### config.mk
export PLATFORM = sky130hd
export DESIGN_NAME = rst_seq
export DESIGN_NICKNAME = d
export VERILOG_FILES = /design/src/rtl/rst_seq.sv
export SDC_FILE = /design/constraint.sdc
export NUM_CORES = 1
export LEC_CHECK = 0
export CAP_MARGIN = 20
export CORE_AREA = 2 2 77 50
export CTS_CLUSTER_SIZE = 40
export DETAILED_ROUTE_END_ITERATION = 16
export DIE_AREA = 0 0 79 52
export PLACE_DENSITY_LB_ADDON = 0.08
export SLEW_MARGIN = 20
export SYNTH_ARGS = -nofsm -noshare
export SYNTH_HDL_FRONTEND = slang
export SYNTH_SLANG_ARGS = --single-unit
### constraint.sdc
create_clock -name clk -period 2.75 [get_ports clk]
set_clock_uncertainty 0.05 [all_clocks]
set_input_delay 0.6875 -clock clk [delete_from_list [all_inputs] [get_ports clk]]
set_output_delay 0.6875 -clock clk [all_outputs]
set_load 0.01 [all_outputs]
### src/rtl/rst_seq.sv
// rst_seq: reset sequencer for domains that share one clock.
// It merges the system reset with a synchronised user reset request and holds the
// affected outputs low for at least HOLD cycles. It then releases the outputs one
// at a time in ascending index order, GAP cycles apart.
// cause records whether the most recent sequence came from rst (0) or from usr_rst (1).
module rst_seq #(
    parameter int N_OUT                  = 4,
    parameter int HOLD                   = 16,
    parameter int GAP                    = 8,
    parameter int SYNC_STAGES            = 2,
    parameter logic [N_OUT-1:0] USR_MASK = {N_OUT{1'b1}}
) (
    input  logic             clk,
    input  logic             rst,
    input  logic             usr_rst,
    output logic [N_OUT-1:0] rstn,
    output logic             ready,
    output logic             cause,
    output logic             busy
);

    localparam int CNT_MAX = (HOLD > GAP) ? HOLD : GAP;
    localparam int CNT_W   = $clog2(CNT_MAX + 1);

    localparam logic [CNT_W-1:0] HOLD_LAST = CNT_W'(HOLD - 1);
    localparam logic [CNT_W-1:0] GAP_LAST  = CNT_W'(GAP - 1);
    localparam logic [CNT_W-1:0] CNT_SAT   = CNT_W'(CNT_MAX);

    typedef enum logic [1:0] {
        ST_ASSERT  = 2'd0,
        ST_RELEASE = 2'd1,
        ST_RUN     = 2'd2
    } state_t;

    state_t                 state;
    logic [CNT_W-1:0]       cnt;
    logic [SYNC_STAGES-1:0] sync_q;
    logic                   usr_req;

    logic [N_OUT-1:0]       pending;
    logic [N_OUT-1:0]       first_oh;
    logic [N_OUT-1:0]       rest;
    logic                   have_pending;
    logic                   is_last;
    logic [CNT_W-1:0]       cnt_inc;

    // Bring the asynchronous user request into the clock domain; the last stage is usr_req.
    // NOTE: flops are written with <= so every stage samples the value from before the edge.
    always_ff @(posedge clk) begin
        if (rst) begin
            sync_q <= '0;
        end else begin
            sync_q <= {sync_q[SYNC_STAGES-2:0], usr_rst};
        end
    end

    assign usr_req = sync_q[SYNC_STAGES-1];

    // A channel that still reads 0 is waiting for release. The lowest one goes next.
    // Channels already at 1 are skipped and use up no gap. This covers masked user
    // sequences and any channels left unreleased when a sequence was interrupted.
    // NOTE: every output gets a default first so no latch is inferred.
    always_comb begin
        pending      = ~rstn;
        first_oh     = pending & (~pending + N_OUT'(1));
        rest         = pending & ~first_oh;
        have_pending = |pending;
        is_last      = ~|rest;
        cnt_inc      = (cnt == CNT_SAT) ? cnt : cnt + CNT_W'(1);
    end

    // Sequencer FSM: hold, staggered release, run. Every output is registered here.
    always_ff @(posedge clk) begin
        if (rst) begin
            state <= ST_ASSERT;
            cnt   <= '0;
            rstn  <= '0;
            ready <= 1'b0;
            cause <= 1'b0;
            busy  <= 1'b1;
        end else if (usr_req && state != ST_ASSERT) begin
            // A user request outside the hold restarts the whole sequence.
            state <= ST_ASSERT;
            cnt   <= '0;
            rstn  <= rstn & ~USR_MASK;
            ready <= 1'b0;
            cause <= 1'b1;
            busy  <= 1'b1;
        end else begin
            case (state)
                ST_ASSERT: begin
                    if (usr_req) begin
                        // The hold counts from the first cycle in which the request is gone.
                        cnt <= '0;
                    end else if (cnt == HOLD_LAST) begin
                        cnt  <= '0;
                        rstn <= rstn | first_oh;
                        if (have_pending && is_last) begin
                            state <= ST_RUN;
                            ready <= 1'b1;
                            busy  <= 1'b0;
                        end else begin
                            state <= ST_RELEASE;
                        end
                    end else begin
                        cnt <= cnt_inc;
                    end
                end

                ST_RELEASE: begin
                    if (!have_pending) begin
                        // Reached only when the hold ended with nothing to release (empty mask).
                        state <= ST_RUN;
                        ready <= 1'b1;
                        busy  <= 1'b0;
                    end else if (cnt == GAP_LAST) begin
                        cnt  <= '0;
                        rstn <= rstn | first_oh;
                        if (is_last) begin
                            state <= ST_RUN;
                            ready <= 1'b1;
                            busy  <= 1'b0;
                        end
                    end else begin
                        cnt <= cnt_inc;
                    end
                end

                ST_RUN: begin
                    ready <= 1'b1;
                    busy  <= 1'b0;
                end

                default: begin
                    state <= ST_ASSERT;
                    cnt   <= '0;
                end
            endcase
        end
    end

endmodule

# Word level (Yosys, flattened, before mapping)
# Cells that the tools add are included.
[op_classes] add_sub_neg=2 n_mul=0 n_div=0 order_cmp=0 eq_ne=12 n_shift=0 mux=32 bitwise=7 n_reduce_logical=14
[ops] cell="two-way mux 5 bit" n=5
[ops] cell="two-way mux 4 bit" n=4
[ops] cell="case mux 5 bit (3 select lines)" n=1
[ops] cell="two-way mux 1 bit" n=12
[ops] cell="two-way mux 2 bit" n=6
[ops] cell="NOT 4 bit" n=3
[ops] cell="inequality test 2 bit (second input constant)" n=5
[ops] cell="AND reduction 5 bit" n=2
[ops] cell="AND 4 bit" n=2
[ops] cell="case mux 4 bit (2 select lines)" n=1
[ops] cell="OR reduction 4 bit" n=2
[ops] cell="inequality test 3 bit (second input constant)" n=2
[ops] cell="case mux 1 bit (3 select lines)" n=2
[ops] cell="case mux 2 bit (3 select lines)" n=1
[ops] cell="AND reduction 6 bit" n=1
[ops] cell="adder 5 x 1 -> 5 bit (second input constant)" n=1
[ops] cell="equality test 5 x 3 -> 1 bit (second input constant)" n=1
[ops] cell="equality test 5 x 4 -> 1 bit (second input constant)" n=1
[ops] cell="equality test 5 bit (second input constant)" n=1
[ops] cell="adder 4 x 1 -> 4 bit (second input constant)" n=1
[ops] cell="bitwise OR 4 bit" n=1
[ops] cell="nonzero test 2 bit" n=2
[ops] cell="nonzero test 3 bit" n=1
[ops] cell="equality test 2 x 1 -> 1 bit (second input constant)" n=1
[ops] cell="other kinds (7)" n=8
[word_totals] ff_bits=16 latchBits=0 ram_bits=0 rom_bits=0 inputBits=3 output_inout_bits=7 elab_cells=74 n_memories=0

# Logic depth before layout (Yosys ltp)
[logic_depth] depth_word=13 mapped_depth=8 mapped_depth_nobuf=7

# Worst setup path before layout
# No wires, ideal clock.
[synth_timing] path_type="register -> register" from="register cnt[0]" to="register state[1]" setup_ns=0.147 arrival_time_ns=1.725 slack_ns=0.828 stages_incl_launch_ff=9 path_buffers=1 path_cell_list="dfxtp_1 -> ha_1 -> and3_1 -> ha_1 -> nand2b_1 -> and2_0 -> clkbuf_1 -> a2111oi_0 -> a2111oi_2"
[synth_via] elab_chain_len=3 word_cells_on_any_way=5
[synth_lines] element="start, declared" line="36" text="logic [CNT_W-1:0] cnt;"
[synth_lines] element="start signal, assigned" line="106" text="cnt <= cnt_inc;"
[synth_lines] element="start signal, assigned" line="125" text="cnt <= cnt_inc;"
[synth_lines] element="equality test 5 x 3 -> 1 bit or equality test 5 x 4 -> 1 bit (tied branches)" line="116, 95"
[synth_lines] element="inequality test 3 bit (no line) or inequality test 2 bit (tied branches)"
[synth_lines] element="AND reduction 5 bit (no line) *"
[synth_lines] element="end signal, assigned" line="113" text="state <= ST_RUN;"
[synth_lines] element="end signal, assigned" line="120" text="state <= ST_RUN;"
[synth_lines] element="end signal, assigned" line="135" text="state <= ST_ASSERT;"
[synth_lines] element="end, declared" line="35" text="state_t state;"
# Mark *: on every way between the ends. The rest lies on a longest branch, timed or not.
# A chain may end at the register's enable or synchronous reset.

# Final worst setup path
[layout_timing] from="register rstn[1]" to="output rstn[1]"
[layout_lines] element="start, declared" line="16" text="output logic [N_OUT-1:0] rstn,"
[layout_lines] element="start signal, assigned" line="85" text="rstn <= rstn & ~USR_MASK;"
[layout_lines] element="start signal, assigned" line="97" text="rstn <= rstn | first_oh;"
[layout_lines] element="start signal, assigned" line="118" text="rstn <= rstn | first_oh;"
# No word-level cell between the ends.

==> flow_metrics.tcl <==
set metrics [dict create \
    fmax_mhz 464 \
    nNetsFinal 126 \
    synthArstFlopShare_pct 0 \
    hpwl_um 1720 \
    hold_viol_final 0 \
    synth_top_flop_cell "dfxtp_1" \
    cts_inserted_buffers 3 \
    cp_top_family "buffers and inverters" \
    peakVddDrop_uv 217 \
    period_minus_slack_ps 2150 \
    start_kind "flip-flop" \
    worst_pin_slew_ps 643 \
    slew_headroom_pct 56.7 \
    fin_crit_sh_pct 78.3 \
    crit_type "reg2out" \
    worstHoldPathType "reg2reg" \
    yosys.area.top_type "dfxtp_1" \
    initial_core_util_pct 28.4 \
    final_design_area_no_fill_mm2 0.00117 \
    max-cap-violations 0 \
    ant_nets 0 \
    synth.area.top_cells "dfxtp_1 (33%), ha_1 (7.7%), a21oi_1 (3.1%), nand4bb_4 (2.8%), inv_1 (2.7%)" \
    synth_cell_type_count 43 \
    avgViaCountPerCell 5.07 \
    cts_hold_buf 0 \
    required_ps 2010 \
    dp_slack_ps 542 \
    antenna_found_initial 0 \
    synthCells 106 \
    rows 17 \
    io_pins 10 \
    final.setup.tns_ps 0 \
    reg2reg_from "cnt[0]" \
    synth_commonest_cells "dfxtp_1 (16), inv_1 (7), nor2_1 (7)" \
    grt_pass1_wl_um 3750 \
    worst_slack_ps 596 \
    r2r_slack_ps 690 \
    final_max_slew_viol_count 0 \
    yosysWarnings 0 \
    cp.arrival_ps 1420 \
    ctsResizeCount 0 \
    synth_fp_nets 115 \
    cts_root_buf "clkbuf_8" \
    firstDrtPassIters 4 \
    total_power_mw 0.769 \
    syn_area_per_cell_um2 9.24 \
    initialDrtViolationCount 50 \
    cts_tree "yes" \
    gp_congestion 0.791 \
    yosysSeqAreaShare_pct 32.7 \
    die_area_mm2 0.00411 \
    holdCritStartpoint "sync_q[0]" \
    worst-r2r-cell-count 7 \
    p_leak_nw 0.396 \
    status "complete, no violations" \
    worst-path-buf-inv 1 \
    htree_num_levels 1 \
    area_growth_pct 19.8 \
    synth_most_common_cell "dfxtp_1" \
    netlist.area_leader.share_pct 32.7 \
    clock_latency_ps 250 \
    grt_usage_pct 12.1 \
    coreArea_mm2 0.00345 \
    grt_overflow 0 \
    clkTransAtPathRegs_ps 70 \
    fp.dieW_um 79 \
    crit_path_max_fanout 11 \
    synth_edf_count 0 \
    totalWireLength_um 2230 \
    placed_cell_area_mm2 0.00112 \
    holdPathEnd "sync_q[1]" \
    num_vias 827 \
    ys_seq_elements 16 \
    slowest_stage "clkdlybuf4s50_1" \
    syn_area_um2 980 \
    ff_latch_area_um2 320 \
    multi_input_area_um2 616 \
    power_density_mw_per_mm2 656 \
    setup_viol 0 \
    clkSinkCount 16 \
    worstPathCellList "clkdlybuf4s50_1" \
    cp-end-kind "primary output" \
    fillers 361 \
    reg2reg_to "state[1]" \
    route.detailed.drc 0 \
    clock_path_buffers 2 \
    antenna_cells 0 \
    grt_pass1_vias 790 \
    wl_per_cell_um 13.7 \
    drive_above_1_share_pct 12.1 \
    die_h_um 52 \
    grt_setup_unrepaired "no" \
    max_stage_delay_ps 620 \
    holdPathStages 1 \
    grt_max_degree 12 \
    cts_setup_buffers 0 \
    port_buffers 9 \
]
routing by layer:
metal	GRT usage (%)	part of all wire (%)
met1	17.5	52
met2	16.4	39
met3	3.65	7.4
met4	5.17	1.6
met5	0	0
logic make-up after synthesis:
family                     count (synthesis)  share of synthesized area (%)
buffers and inverters                     11                           4.47
DFF                                       16                           32.7
muxes                                      2                           2.04
and+or+nand+nor                           42                           28.6
adders and majority gates                  6                           7.66
AOI/OAI and AO/OA                         27                           22.7
xor gates and xnor gates                   2                           1.79
how the worst max path moves through the flow:
stage	end	from	depth (start not counted)	slack, ps
3_5_place_dp	cnt[2]	rst	5	540
4_1_cts	rstn[1]	rstn[1]	1	590
6_report	rstn[1]	rstn[1]	1	600
5_1_grt	state[1]	cnt[0]	7	490
3_3_place_gp	cnt[2]	rst	5	540
2_1_floorplan	state[1]	cnt[0]	8	830
per-stage QoR:
step / cells / hold slack [ps] / util, %
after CTS: 163 / 398 / 34.1
after global routing: 163 / 413 / 34.1
after floorplan: 106 / 364 / -
after global placement: 159 / 373 / 32.5
final: 163 / 392 / 34.1
after detailed placement: 159 / 378 / 32.5
layout make-up:
class,instances,share of cell area [%]
Timing Repair Buffer,10,8.32
Inverter,7,2.24
Clock buffer,4,4.69
Sequential cell,16,27.3
Multi-Input combinational cell,79,52.5
Tap cell,47,5.01
power breakdown:
part / switching [mW] / internal (mW) / total, mW
sequential: 0.0347 / 0.264 / 0.299
combinational: 0.147 / 0.113 / 0.260
clock: 0.0831 / 0.127 / 0.210
flip-flops by register name, summed over array words and instances, names as in the netlist:
signal,count
busy,1
cause,1
cnt,5
ready,1
rstn,4
state,2
sync_q,2
cells in the final DEF, fill, tap and decap left out, types with 3 or more instances in the layout:
cell | Yosys | layout
dfxtp_1 | 16 | 16
clkdlybuf4s50_1 | 0 | 9
inv_1 | 7 | 7
nor2_1 | 7 | 7
nand2_1 | 6 | 6
a21oi_1 | 6 | 6
ha_1 | 6 | 6
clkbuf_8 | 0 | 4
and3_1 | 3 | 3
nor2b_1 | 3 | 3
nor4b_1 | 3 | 3
o21a_1 | 3 | 3
o21ai_0 | 3 | 3
Note: power is estimated with default switching activity, not from simulation.
